`config.mk`:
```
export PLATFORM = sky130hd
export DESIGN_NAME = regfile_wb_arbiter_flat
export DESIGN_NICKNAME = d
export VERILOG_FILES = /design/src/rtl/regfile_wb_arbiter_pkg.sv /design/src/rtl/regfile_wb_arbiter_if.sv /design/src/rtl/regfile_wb_arbiter_rr_arbiter2.sv /design/src/rtl/regfile_wb_arbiter.sv /design/src/flat_wrapper.sv
export SDC_FILE = /design/constraint.sdc
export NUM_CORES = 1
export LEC_CHECK = 0
export ABC_AREA = 1
export BUFFER_PORTS_ARGS = -buffer_cell sky130_fd_sc_hd__buf_2
export CORE_ASPECT_RATIO = 0.5
export CORE_MARGIN = 1.5
export CORE_UTILIZATION = 53
export CTS_CLUSTER_SIZE = 40
export DETAILED_ROUTE_END_ITERATION = 8
export HOLD_SLACK_MARGIN = 0.1
export PLACE_DENSITY = 0.93
export RECOVER_POWER = 50
export SLEW_MARGIN = 20
export SYNTH_ARGS = -nofsm -noshare
export SYNTH_HDL_FRONTEND = slang
export SYNTH_SLANG_ARGS = --single-unit
```
`constraint.sdc`:
```
create_clock -name clk -period 3.8 [get_ports clk]
set_clock_uncertainty 0.05 [all_clocks]
set_input_delay 0.38 -clock clk [delete_from_list [all_inputs] [get_ports clk]]
set_output_delay 0.38 -clock clk [all_outputs]
set_load 0.05 [all_outputs]
```
`src/rtl/regfile_wb_arbiter_pkg.sv`:
```
// Shared constants and source encoding for the stage-2 register-file writeback path.
package cpu_pkg;

   localparam int DATA_W   = 32;
   localparam int ADDR_W   = 5;
   localparam int NUM_REGS = 1 << ADDR_W;

   localparam logic [ADDR_W-1:0] REG_ZERO = '0;

   typedef enum logic {
      SRC_ALU = 1'b0,
      SRC_LSU = 1'b1
   } src_e;

endpackage

```
`src/rtl/regfile_wb_arbiter_if.sv`:
```
// Writeback bus: two requesters, decode scoreboard query and the register-file write port.
interface regfile_wb_arbiter_if #(
   parameter int DATA_W   = cpu_pkg::DATA_W,
   parameter int ADDR_W   = cpu_pkg::ADDR_W,
   parameter int NUM_REGS = cpu_pkg::NUM_REGS
);
   logic                src0_valid;
   logic [ADDR_W-1:0]   src0_rd;
   logic [DATA_W-1:0]   src0_data;
   logic                src0_ready;
   logic                src1_valid;
   logic [ADDR_W-1:0]   src1_rd;
   logic [DATA_W-1:0]   src1_data;
   logic                src1_ready;
   logic                reserve_en;
   logic [ADDR_W-1:0]   reserve_rd;
   logic [ADDR_W-1:0]   rs1;
   logic [ADDR_W-1:0]   rs2;
   logic                hazard;
   logic                write_en;
   logic [ADDR_W-1:0]   write_select;
   logic [DATA_W-1:0]   write_data;
   logic [NUM_REGS-1:0] pending;

   modport master (
      output src0_valid, src0_rd, src0_data, src1_valid, src1_rd, src1_data,
      output reserve_en, reserve_rd, rs1, rs2,
      input  src0_ready, src1_ready, hazard, write_en, write_select, write_data, pending
   );

   modport slave (
      input  src0_valid, src0_rd, src0_data, src1_valid, src1_rd, src1_data,
      input  reserve_en, reserve_rd, rs1, rs2,
      output src0_ready, src1_ready, hazard, write_en, write_select, write_data, pending
   );
endinterface

```
`src/rtl/regfile_wb_arbiter_rr_arbiter2.sv`:
```
// Two-requester round-robin arbiter; the pointer remembers the last winner.
module rr_arbiter2
   import cpu_pkg::*;
(
   input  logic       clk,
   input  logic       rst_n,
   input  logic [1:0] i_req,
   output logic [1:0] o_gnt
);

   src_e r_last;

   // On contention the source that did not win last time is granted.
   always_comb begin
      o_gnt = 2'b00;
      if (i_req[SRC_ALU] && (!i_req[SRC_LSU] || r_last == SRC_LSU)) begin
         o_gnt[SRC_ALU] = 1'b1;
      end else if (i_req[SRC_LSU]) begin
         o_gnt[SRC_LSU] = 1'b1;
      end
   end

   always_ff @(posedge clk or negedge rst_n) begin
      if (!rst_n) begin
         r_last <= SRC_LSU;
      end else if (o_gnt[SRC_ALU]) begin
         r_last <= SRC_ALU;
      end else if (o_gnt[SRC_LSU]) begin
         r_last <= SRC_LSU;
      end
   end

endmodule

```
`src/rtl/regfile_wb_arbiter.sv`:
```
// Round-robin writeback arbiter for the register-file write port, with a RAW pending scoreboard.
module regfile_wb_arbiter
   import cpu_pkg::*;
(
   input  logic                clk,
   input  logic                rst_n,
   regfile_wb_arbiter_if.slave bus
);

   logic [1:0]          w_req;
   logic [1:0]          w_gnt;
   logic                w_gnt_any;
   logic [ADDR_W-1:0]   w_gnt_rd;
   logic [DATA_W-1:0]   w_gnt_data;
   logic                w_wr;
   logic [NUM_REGS-1:0] w_pending_nxt;

   logic                r_write_en;
   logic [ADDR_W-1:0]   r_write_select;
   logic [DATA_W-1:0]   r_write_data;
   logic [NUM_REGS-1:0] r_pending;

   assign w_req[SRC_ALU] = bus.src0_valid;
   assign w_req[SRC_LSU] = bus.src1_valid;

   rr_arbiter2 u_arb (
      .clk   (clk),
      .rst_n (rst_n),
      .i_req (w_req),
      .o_gnt (w_gnt)
   );

   assign bus.src0_ready = w_gnt[SRC_ALU];
   assign bus.src1_ready = w_gnt[SRC_LSU];

   assign w_gnt_any  = |w_gnt;
   assign w_gnt_rd   = w_gnt[SRC_LSU] ? bus.src1_rd   : bus.src0_rd;
   assign w_gnt_data = w_gnt[SRC_LSU] ? bus.src1_data : bus.src0_data;
   // x0 writes are accepted from the source but never reach the register file.
   assign w_wr       = w_gnt_any && (w_gnt_rd != REG_ZERO);

   always_ff @(posedge clk or negedge rst_n) begin
      if (!rst_n) begin
         r_write_en     <= 1'b0;
         r_write_select <= '0;
         r_write_data   <= '0;
      end else begin
         r_write_en <= w_wr;
         if (w_wr) begin
            r_write_select <= w_gnt_rd;
            r_write_data   <= w_gnt_data;
         end
      end
   end

   // Set is applied after clear so a fresh reservation beats a same-cycle retirement.
   always_comb begin
      w_pending_nxt = r_pending;
      if (w_gnt_any) begin
         w_pending_nxt[w_gnt_rd] = 1'b0;
      end
      if (bus.reserve_en) begin
         w_pending_nxt[bus.reserve_rd] = 1'b1;
      end
      w_pending_nxt[REG_ZERO] = 1'b0;
   end

   always_ff @(posedge clk or negedge rst_n) begin
      if (!rst_n) begin
         r_pending <= '0;
      end else begin
         r_pending <= w_pending_nxt;
      end
   end

   assign bus.hazard       = r_pending[bus.rs1] | r_pending[bus.rs2];
   assign bus.pending      = r_pending;
   assign bus.write_en     = r_write_en;
   assign bus.write_select = r_write_select;
   assign bus.write_data   = r_write_data;

endmodule

```
`src/flat_wrapper.sv`:
```
// flat-port wrapper written by rule: the top's interface ports become plain ports
module regfile_wb_arbiter_flat import cpu_pkg::*;
  (clk, rst_n, bus_src0_valid, bus_src0_rd, bus_src0_data, bus_src1_valid, bus_src1_rd, bus_src1_data, bus_reserve_en, bus_reserve_rd, bus_rs1, bus_rs2, bus_src0_ready, bus_src1_ready, bus_hazard, bus_write_en, bus_write_select, bus_write_data, bus_pending);
  regfile_wb_arbiter_if bus_i ();
  input  logic clk;
  input  logic rst_n;
  input wire logic [$bits(bus_i.src0_valid)-1:0] bus_src0_valid;
  input wire logic [$bits(bus_i.src0_rd)-1:0] bus_src0_rd;
  input wire logic [$bits(bus_i.src0_data)-1:0] bus_src0_data;
  input wire logic [$bits(bus_i.src1_valid)-1:0] bus_src1_valid;
  input wire logic [$bits(bus_i.src1_rd)-1:0] bus_src1_rd;
  input wire logic [$bits(bus_i.src1_data)-1:0] bus_src1_data;
  input wire logic [$bits(bus_i.reserve_en)-1:0] bus_reserve_en;
  input wire logic [$bits(bus_i.reserve_rd)-1:0] bus_reserve_rd;
  input wire logic [$bits(bus_i.rs1)-1:0] bus_rs1;
  input wire logic [$bits(bus_i.rs2)-1:0] bus_rs2;
  output wire logic [$bits(bus_i.src0_ready)-1:0] bus_src0_ready;
  output wire logic [$bits(bus_i.src1_ready)-1:0] bus_src1_ready;
  output wire logic [$bits(bus_i.hazard)-1:0] bus_hazard;
  output wire logic [$bits(bus_i.write_en)-1:0] bus_write_en;
  output wire logic [$bits(bus_i.write_select)-1:0] bus_write_select;
  output wire logic [$bits(bus_i.write_data)-1:0] bus_write_data;
  output wire logic [$bits(bus_i.pending)-1:0] bus_pending;
  assign bus_i.src0_valid = bus_src0_valid;
  assign bus_i.src0_rd = bus_src0_rd;
  assign bus_i.src0_data = bus_src0_data;
  assign bus_i.src1_valid = bus_src1_valid;
  assign bus_i.src1_rd = bus_src1_rd;
  assign bus_i.src1_data = bus_src1_data;
  assign bus_i.reserve_en = bus_reserve_en;
  assign bus_i.reserve_rd = bus_reserve_rd;
  assign bus_i.rs1 = bus_rs1;
  assign bus_i.rs2 = bus_rs2;
  assign bus_src0_ready = bus_i.src0_ready;
  assign bus_src1_ready = bus_i.src1_ready;
  assign bus_hazard = bus_i.hazard;
  assign bus_write_en = bus_i.write_en;
  assign bus_write_select = bus_i.write_select;
  assign bus_write_data = bus_i.write_data;
  assign bus_pending = bus_i.pending;
  regfile_wb_arbiter u_core (.clk(clk), .rst_n(rst_n), .bus(bus_i));
endmodule
```
==> results.yml, run 1 <==
final_layout:
  seqCellArea_mm2: 0.00175
  drive_above_1_share_pct: 15.5
  stdcell_count: 915
  final_util_pct: 70.5
  syn_to_final_growth_pct: 26.0
  diodes: 0
  final_nets: 897
  n_fill_cell: 670
  multi_input_area_mm2: 0.00209
clock_tree:
  ctsHtreeMaxLevel: 3
  tritoncts: "done"
  post-cts-setup-buffers: 0
  cts_buffers: 9
  cts_sinks: 70
  cts-root-buf: "clkbuf_16"
  cts-resized-gates: 0
  path_clk_slew_ns: 0.05
  clk_latency_ns: 0.33
  postCtsHoldBufs: 1
  cts_buffer_depth: 2
route:
  drt_iter0_markers: 323
  vias: 4778
  postRouteWirelength_um: 12500
  ant_nets: 0
  via_per_inst: 5.22
  post_drt_wl_per_cell_um: 13.7
  drc: 0
  dr.pass1.iters: 5
timing:
  finalWorstSetupSlack_ns: 1.30
  slew_viol_final: 35
  worstMarginPinSlew_ns: 1.75
  rsz0062_at_grt: "false"
  report.final.setup_viol: 0
  max_freq_ghz: 0.399
  fin_setup_tns_ns: 0
  fin_crit_sh_pct: 65.9
  period_needed_ns: 2.50
  hold_viol: 0
  hold_ws_ns: 0.266
  max-slew-margin-rel_pct: -16.4
power_and_ir_drop:
  p_leak_nw: 2.92
  p_seq_share_pct: 33.6
  max-vdd-ir-drop_mv: 0.254
  combPwrFrac_pct: 38.2
  sw_frac_of_total_pct: 45.0
  power_density_mw_per_mm2: 607
  p_int_w: 0.00177
  power_frac_clock_pct: 28.2
  p_sw_w: 0.00145
placed_design:
  place_inst: 899
  place_congestion: 0.885
  port_buffers: 165
  place_worst_setup_slack_ns: 1.42
  dp.final_hpwl_um: 9250
global_routing:
  grt_use_total_pct: 30.9
  grt_pass1_wl_um: 20100
  grt_pass1_vias: 4251
  antenna_found_initial: 0
  grt.overflow.total: 0
  grt_max_degree: 38
synth:
  synth-compound-area-share_pct: 5.74
  synth_top_area_cell: "dfrtp_1"
  synth_area_mm2: 0.00421
  synth_ff_type: "dfrtp_1"
  synth_mux_area_share_pct: 0
  synthArstFlopShare_pct: 100
  syn-num-nets: 744
  yosys.area_share.xor_xnor_pct: 0
  ys_seq_area_share_pct: 41.7
  ys_types: 26
  avgSynthCellArea_um2: 6.47
  synth_common_cells: "nand2_1 (327), nand3_1 (92), dfrtp_1 (69), inv_1 (54), o21ai_0 (35)"
  yosys.area_share.adder_pct: 0
  synthTopCellsByArea: "dfrtp_1 (41%), nand2_1 (29%), nand3_1 (11%)"
  synth.ff_latch_count: 70
  synth_top_area_share_pct: 41.0
  yosys_warnings: 0
  synth.most_common_cell: "nand2_1"
  synth_top_family_by_area: "simple AND/OR/NAND/NOR gates"
  synth-edff-count: 0
  yosys.area_share.simple_pct: 43.9
  synthCells: 650
run_status:
  violations: "capacitance limit, slew limit"
  status: "finished, violations left"
worst_setup_path:
  path_cells: "o21ai_0 -> nand2_1 -> nand3_1 -> nor2_1 -> nand2_1 -> nand2_1 -> o21ai_0"
  cp-start-kind: "flop"
  worstPathRequired_ns: 3.95
  crit_fanout: 18
  cp_slowest_cell: "dfstp_1"
  critPathCaptureType: "flop"
  r2r_slack_ns: 1.30
  criticalPathCategory: "flop to flop"
  slowest_delay_ns: 0.60
  crit_top_cell: "nand2_1"
  startpoint: "u_core.u_arb.r_last$_DFFE_PN1N_"
  critical_path_arrival_ns: 2.65
  r2r_start: "u_core.u_arb.r_last$_DFFE_PN1N_"
die:
  coreArea_mm2: 0.00751
  start_util_pct: 56.0
  die_area_mm2: 0.00851
  die_y_um: 66.0
  rows: 22
  die-width_um: 129
  io_pins: 167
min_path:
  hold_class: "primary input to flop"
  holdCritStartpoint: "bus_src1_valid"
flow_run:
  maxCapViolCount: 1
[stage by stage]
stage	power, W	area [um2]
after global routing	0.00337	5300
final	0.00322	5300
after floorplan	0.00197	4210
after detailed placement	0.00235	5050
after CTS	0.00325	5390
after global placement	0.00231	5050
[final timing paths]
kind / end / depth (start not counted)
max in group asynchronous: u_core.u_arb.r_last$_DFFE_PN1N_ / 3
setup reg to reg: u_core.bus.pending[31]$_DFF_PN0_ / 7
hold / removal: u_core.u_arb.r_last$_DFFE_PN1N_ / 3
setup / recovery: u_core.bus.pending[31]$_DFF_PN0_ / 7
hold reg to reg: u_core.bus.write_data[24]$_DFFE_PN0P_ / 2
min in group asynchronous: u_core.bus.write_data[25]$_DFFE_PN0P_ / 2
[flip-flops by register name, summed over array words and instances (netlist names)]
signal,count
u_core.u_arb.r_last,1
u_core.bus.write_data,32
u_core.bus.write_select,5
u_core.bus.pending,31
u_core.bus.write_en,1
[layer usage]
metal / GRT usage (%) / share of wire (%)
met3: 6.07 / 8.2
met5: 0 / 0
met2: 55.0 / 49
met1: 38.0 / 41
met4: 10.8 / 2.3
[power groups by stage]
stage	clock network [W]	registers, W	logic, W
2_1_floorplan	0	0.00159	0.000387
3_3_place_gp	0	0.00107	0.00124
3_5_place_dp	0	0.00108	0.00127
4_1_cts	0.000912	0.00107	0.00128
5_1_grt	0.000950	0.00110	0.00133
6_report	0.000907	0.00108	0.00123
[worst max-delay path, delay by kind of cell (launching register included)]
kind               cells  cell delay, ns
and+or+nand+nor        5            1.49
AOI/OAI and AO/OA      2            0.24
DFF                    1            0.60
[cell usage in the layout, fill, tap and decap left out]
master	netlist	layout
a21o_1	1	1
a21oi_4	1	1
a31oi_1	1	1
buf_2	9	94
buf_4	2	5
bufinv_16	0	2
clkbuf_1	12	72
clkbuf_16	0	9
clkbuf_8	0	2
clkinvlp_4	0	1
conb_1	1	1
dfrtp_1	69	69
dfstp_1	0	1
dlygate4sd3_1	0	1
inv_1	54	54
inv_2	2	2
nand2_1	327	327
nand2_2	2	2
nand2_4	1	1
nand3_1	92	92
nand3b_1	1	1
nor2_1	16	16
nor2_2	1	1
nor3_1	10	10
o211ai_1	1	1
o21ai_0	35	35
o21ai_2	2	2
o21bai_2	1	1
or2_2	2	2
[cells by family (layout without fill, tap and decap cells)]
family / Yosys count / count (layout)
and+or+nand+nor: 452 / 452
buffers and inverters: 85 / 242
DFF: 70 / 70
AOI/OAI and AO/OA: 42 / 42
other: 1 / 1
[cell type report]
cell class                      instances  area share [%]
Sequential cell                        70            33.1
Clock buffer                           12            4.84
Timing Repair Buffer                  171            14.8
Clock inverter                          3            1.27
Multi-Input combinational cell        495            39.5
Inverter                               56            3.97
Tap cell                              108            2.55
Note: power is estimated with default switching activity, not from simulation.
==> run 2: changes to the inputs <==
--- a/config.mk
+++ b/config.mk
@@ -9,11 +9,11 @@
 export BUFFER_PORTS_ARGS = -buffer_cell sky130_fd_sc_hd__buf_2
 export CORE_ASPECT_RATIO = 0.5
 export CORE_MARGIN = 1.5
-export CORE_UTILIZATION = 53
+export CORE_UTILIZATION = 44
 export CTS_CLUSTER_SIZE = 40
 export DETAILED_ROUTE_END_ITERATION = 8
 export HOLD_SLACK_MARGIN = 0.1
-export PLACE_DENSITY = 0.93
+export PLACE_DENSITY = 0.83
 export RECOVER_POWER = 50
 export SLEW_MARGIN = 20
 export SYNTH_ARGS = -nofsm -noshare
==> constraint.sdc (replaced) <==
create_clock -name clk -period 2.11 [get_ports clk]
set_clock_uncertainty 0.05 [all_clocks]
set_input_delay 0.211 -clock clk [delete_from_list [all_inputs] [get_ports clk]]
set_output_delay 0.211 -clock clk [all_outputs]
set_load 0.05 [all_outputs]
==> run 2 against run 1 <==
The run now ends clean. Utilization shrank 9.9 points. Sequential share of layout area shrank 0.86 points. Sequential power grew 80%. Flip-flop and latch count is the same. Highest routed layer unchanged.
==> results.yml, run 2 (synthesis gave the netlist of run 1 again) <==
timing:
  worstMarginPinSlew_ns: 1.25
  fin_crit_sh_pct: 94.5
  slew_viol_final: 0
  max_freq_ghz: 0.501
  report.final.setup_viol: 0
  period_needed_ns: 1.99
  max-slew-margin-rel_pct: 16.5
  rsz0062_at_grt: "true"
  hold_viol: 0
worst_setup_path:
  criticalPathCategory: "flop to flop"
  critical_path_arrival_ns: 2.14
  worstPathRequired_ns: 2.25
  cp-start-kind: "flop"
  critPathCaptureType: "flop"
  crit_fanout: 15
  reg2reg_depth: 7
placed_design:
  port_buffers: 165
  dp.final_hpwl_um: 9800
  place_congestion: 0.894
  place_inst: 921
die:
  rows: 24
  die_area_mm2: 0.0102
  start_util_pct: 46.9
  coreArea_mm2: 0.00898
  io_pins: 167
  die_y_um: 72.1
  die-width_um: 141
global_routing:
  grt_pass1_wl_um: 21000
  grt_max_degree: 35
  antenna_found_initial: 0
  grt_pass1_vias: 4353
  grt.overflow.total: 0
  grt_use_total_pct: 25.9
power_and_ir_drop:
  power_w: 0.00572
  max-vdd-ir-drop_mv: 0.536
  p_leak_nw: 3.09
  power_density_mw_per_mm2: 1050
route:
  via_per_inst: 5.02
  post_drt_wl_per_cell_um: 13.5
  postRouteWirelength_um: 12700
  drc: 0
  dr.pass1.iters: 5
  drt_iter0_markers: 283
  ant_nets: 0
  vias: 4713
clock_tree:
  ctsHtreeMaxLevel: 3
  path_clk_slew_ns: 0.06
  clk_latency_ns: 0.32
  cts_sinks: 70
  tritoncts: "done"
  cts_buffer_depth: 2
  post-cts-setup-buffers: 0
  cts-root-buf: "clkbuf_16"
  cts_buffers: 9
min_path:
  whs_path_depth: 5
  hold_class: "primary input to flop"
final_layout:
  seqCellArea_mm2: 0.00175
  n_fill_cell: 845
  final_nets: 911
  stdcell_count: 939
  drive_above_1_share_pct: 21.8
  diodes: 0
  multi_input_area_mm2: 0.00210
  syn_to_final_growth_pct: 29.4
  layout_commonest_cell: "nand2_1"
  layout_common_cells: "nand2_1 (327), buf_2 (132), nand3_1 (91), dfrtp_1 (69), inv_1 (54)"
  largest_register_ffs: 32
run_status:
  status: "complete, no violations"
flow_run:
  maxCapViolCount: 0
run 2: cell count changes in the layout (fill, tap and decap cells not counted), moves of 2 or more:
cell / change
buf_2: +38
buf_4: +10
clkbuf_1: -38
clkbuf_8: -2
clkinv_2: +2
clkinv_4: +4
run 2: area by class of cell:
class,count,area share (%)
Clock inverter,7,1.38
Tap cell,117,2.69
Multi-Input combinational cell,495,38.6
Clock buffer,9,4.14
Inverter,56,3.86
Timing Repair Buffer,185,17.2
Sequential cell,70,32.2
run 2: worst paths after layout:
path,slack (ns),end,start
max in group asynchronous,0.28,u_core.bus.write_data[22]$_DFFE_PN0P_,rst_n
worst max-delay path,0.12,u_core.bus.pending[13]$_DFF_PN0_,u_core.u_arb.r_last$_DFFE_PN1N_
worst min register to register,0.42,u_core.bus.write_data[3]$_DFFE_PN0P_,u_core.bus.write_data[3]$_DFFE_PN0P_
worst min-delay path,0.16,u_core.bus.write_data[26]$_DFFE_PN0P_,bus_src0_data[26]
worst max register to register,0.12,u_core.bus.pending[13]$_DFF_PN0_,u_core.u_arb.r_last$_DFFE_PN1N_
min in group asynchronous,0.63,u_core.bus.pending[16]$_DFF_PN0_,rst_n
run 2: worst max-delay path: stages (launching register included):
cell     delay [ns]
dfstp_2        0.58
a21o_1         0.19
buf_4          0.23
nand2_1        0.08
nand2_1        0.15
nand3_2        0.20
o21ai_0        0.30
nand2_1        0.09
run 2: metal layers:
layer	share of wire, %	wire (um)	global-route usage (%)
met1	43	5480	33.5
met2	49	6180	45.6
met3	6.5	820	4.49
met4	1.7	218	6.94
met5	0	0	0
run 2: repair_timing:
item / CTS / global route
resized for setup: 0 / 1
hold buffers: 2 / 0
endpoints found under the hold margin: 21 / 0
setup endpoints to repair: 0 / 8
run 2: where the power goes:
part / total [W] / leakage (nW) / switching (W) / internal (W)
sequential: 0.00194 / 0.852 / 0.000311 / 0.00163
combinational: 0.00229 / 2.09 / 0.00175 / 0.000542
clock: 0.00149 / 0.149 / 0.000570 / 0.000918
total: 0.00572 / 3.09 / 0.00263 / 0.00309
run 2: per-stage QoR:
step / setup slack, ns / cell area (um2) / hold WS (ns) / utilization, % / TNS [ns]
CTS: 0.0621 / 5500 / 0.151 / 61.2 / 0
detailed placement: 0.169 / 5180 / 0.170 / 57.7 / 0
finish: 0.116 / 5440 / 0.157 / 60.6 / 0
global route: -0.000286 / 5440 / 0.175 / 60.6 / -0.000286
global placement: 0.191 / 5180 / 0.155 / 57.7 / 0
floorplan: 0.337 / 4210 / -0.135 / - / 0
==> run 3: changes to the inputs <==
--- a/config.mk
+++ b/config.mk
@@ -5,7 +5,7 @@
 export SDC_FILE = /design/constraint.sdc
 export NUM_CORES = 1
 export LEC_CHECK = 0
-export ABC_AREA = 1
+export ABC_AREA = 0
 export BUFFER_PORTS_ARGS = -buffer_cell sky130_fd_sc_hd__buf_2
 export CORE_ASPECT_RATIO = 0.5
 export CORE_MARGIN = 1.5
@@ -13,7 +13,7 @@
 export CTS_CLUSTER_SIZE = 40
 export DETAILED_ROUTE_END_ITERATION = 8
 export HOLD_SLACK_MARGIN = 0.1
-export PLACE_DENSITY = 0.83
+export PLACE_DENSITY = 0.85
 export RECOVER_POWER = 50
 export SLEW_MARGIN = 20
 export SYNTH_ARGS = -nofsm -noshare
==> run 3 against run 2 <==
The run now ends with setup timing left. Total power is 8.3% higher. Final cell count is 35% lower. Wire length is 14% lower. Area after synthesis is 7.0% lower. Sequential share of layout area is 0.32 points higher. Die area is 6.8% lower. Combinational power is 4% higher. Utilization is 2.9 points higher. Register-to-register slack worse by 0.22 ns. Sequential power hardly changed. Via count is 28% lower. Critical path depth is 2 lower. Critical path type is now flop to output pin. Largest power group unchanged.
==> results.yml, run 3 <==
worst_setup_path:
  cp_slowest_cell: "mux4_2"
  crit_fanout: 4
  cp-start-kind: "flop"
  criticalPathCategory: "flop to output pin"
  slowest_delay_ns: 0.47
  worstPathRequired_ns: 1.85
  critPathCaptureType: "output pin"
  path_cells: "mux4_2 -> mux2_4 -> a31oi_4 -> o211ai_1 -> buf_4"
  critical_path_arrival_ns: 1.99
final_layout:
  layout_commonest_cell: "buf_2"
  multi_input_area_mm2: 0.00213
  final_nets: 587
  largest_register_ffs: 32
  n_fill_cell: 680
  layout_common_cells: "buf_2 (148), o21ai_0 (63), mux2_2 (40), dfrtp_1 (38), mux2_4 (32)"
  fin_area_mm2: 0.00551
  diodes: 0
  syn_to_final_growth_pct: 40.8
  drive_above_1_share_pct: 63.1
  stdcell_count: 615
  seqCellArea_mm2: 0.00179
die:
  coreArea_mm2: 0.00868
  start_util_pct: 45.1
  io_pins: 167
  die_area_mm2: 0.00950
  rows: 24
  die_y_um: 69.7
  die-width_um: 136
route:
  dr.pass1.iters: 4
  post_drt_wl_per_cell_um: 17.7
  drc: 0
  postRouteWirelength_um: 10900
  vias: 3380
  ant_nets: 0
  drt_iter0_markers: 288
  via_per_inst: 5.50
power_and_ir_drop:
  combPwrFrac_pct: 38.6
  power_frac_clock_pct: 30.2
  p_int_w: 0.00374
  power_density_mw_per_mm2: 1120
  p_leak_nw: 2.53
  max-vdd-ir-drop_mv: 0.630
  sw_frac_of_total_pct: 39.6
  p_sw_w: 0.00245
  p_seq_share_pct: 31.3
timing:
  rsz0062_at_grt: "true"
  finalWorstSetupSlack_ns: -0.139
  hold_viol: 0
  report.final.setup_viol: 35
  slew_viol_final: 0
  max-slew-margin-rel_pct: 37.3
  max_freq_ghz: 0.445
  worstMarginPinSlew_ns: 0.941
  period_needed_ns: 2.25
  fin_crit_sh_pct: 107
clock_tree:
  cts_sinks: 70
  cts-root-buf: "clkbuf_16"
  path_clk_slew_ns: 0.06
  cts_buffer_depth: 2
  ctsHtreeMaxLevel: 3
  tritoncts: "done"
  clk_latency_ns: 0.33
  cts_buffers: 9
synth:
  synthTopCellsByArea: "dfrtp_1 (44%), mux2_2 (13%), mux2_4 (11%)"
  synth_common_cells: "dfrtp_1 (69), o21ai_0 (64), mux2_2 (44), mux2_4 (28), mux4_2 (13)"
  synthCells: 314
  ys_seq_area_share_pct: 44.8
  synth.ff_latch_count: 70
  synth-edff-count: 0
  synth_top_area_cell: "dfrtp_1"
  avgSynthCellArea_um2: 12.5
  synthArstFlopShare_pct: 100
  synth_top_area_share_pct: 44.1
  ys_types: 37
  synth_ff_type: "dfrtp_1"
  synth.most_common_cell: "dfrtp_1"
  yosys_warnings: 0
  syn-num-nets: 408
  synth_area_mm2: 0.00391
global_routing:
  grt.overflow.total: 0
  grt_pass1_wl_um: 16900
  grt_pass1_vias: 3389
  grt_use_total_pct: 22.9
  antenna_found_initial: 0
  grt_max_degree: 71
placed_design:
  placed_cell_area_mm2: 0.00494
  port_buffers: 165
  dp.final_hpwl_um: 7740
  place_inst: 590
  place_congestion: 0.948
run_status:
  status: "finished, violations left"
  violations: "setup timing"
flow_run:
  maxCapViolCount: 0
min_path:
  hold_class: "primary input to flop"
run 3: per-stage QoR:
| stage | hold WS (ns) | total power, W | setup slack (ns) | util [%] | TNS [ns] |
|---|---|---|---|---|---|
| 2_1_floorplan | -0.135 | 0.00360 | 0.000763 | - | 0 |
| 3_3_place_gp | 0.207 | 0.00420 | 0.101 | 56.9 | 0 |
| 3_5_place_dp | 0.214 | 0.00426 | -0.00177 | 56.9 | -0.00177 |
| 4_1_cts | 0.103 | 0.00616 | -0.133 | 61.5 | -0.133 |
| 5_1_grt | 0.179 | 0.00643 | -0.184 | 63.5 | -5.19 |
| 6_report | 0.140 | 0.00619 | -0.139 | 63.5 | -2.39 |
run 3: what timing repair did:
item,in CTS,in global routing
setup endpoints to repair,1,60
hold endpoints to repair,69,0
resized for setup,2,19
buffers inserted,1,4
hold buffers,1,0
gates cloned,0,3
pin swaps,2,3
run 3: path summary, 6_finish.rpt:
| kind | start | endpoint | slack, ns | depth (start not counted) |
|---|---|---|---|---|
| worst max-delay path | u_core.bus.pending[30]$_DFF_PN0_ | bus_hazard | -0.14 | 5 |
| worst min-delay path | bus_src1_valid | u_core.u_arb.r_last$_DFFE_PN1N_ | 0.14 | 3 |
| worst max register to register | u_core.u_arb.r_last$_DFFE_PN1N_ | u_core.bus.write_data[19]$_DFFE_PN0P_ | -0.10 | 7 |
| worst min register to register | u_core.bus.write_data[0]$_DFFE_PN0P_ | u_core.bus.write_data[0]$_DFFE_PN0P_ | 0.46 | 1 |
| max in group asynchronous | rst_n | u_core.bus.pending[14]$_DFF_PN0_ | 0.75 | 3 |
| min in group asynchronous | rst_n | u_core.bus.pending[25]$_DFF_PN0_ | 0.60 | 3 |
run 3: layout make-up:
class | count | share of cell area, %
Inverter | 6 | 0.409
Tap cell | 117 | 2.66
Sequential cell | 70 | 32.5
Clock buffer | 9 | 4.09
Multi-Input combinational cell | 223 | 38.7
Clock inverter | 7 | 2.64
Timing Repair Buffer | 183 | 18.9
run 3: logic make-up after synthesis:
group | after synthesis | synth area share, %
buf+inv | 21 | 2.78
mux | 95 | 33.5
flops | 70 | 44.8
compound gates | 86 | 12.4
simple gates | 41 | 6.43
other cells | 1 | 0.0959
run 3: critical path: cells and delay by family, from the launching register on:
family / cells / cell delay (ns)
multiplexers: 2 / 0.76
buffers and inverters: 1 / 0.20
AO/OA/AOI/OAI: 2 / 0.26
flip-flops: 1 / 0.43
run 3: layer usage:
layer  vias to the layer above  part of all wire (%)  track usage [%]  routed length (um)
met2                       116                    53             40.0                5710
met1                      1702                    41             27.9                4440
li1                       1546                     -                -                   -
met5                         -                     0                0                   0
met3                        16                   5.0             5.04                 545
met4                         0                   1.6             8.51                 171
run 3: power by group through the flow:
stage | Sequential [W] | Combinational [W] | Clock (W)
6_report | 0.00194 | 0.00239 | 0.00187
5_1_grt | 0.00197 | 0.00251 | 0.00195
4_1_cts | 0.00193 | 0.00233 | 0.00189
3_5_place_dp | 0.00195 | 0.00231 | 0
3_3_place_gp | 0.00194 | 0.00226 | 0
2_1_floorplan | 0.00287 | 0.000734 | 0
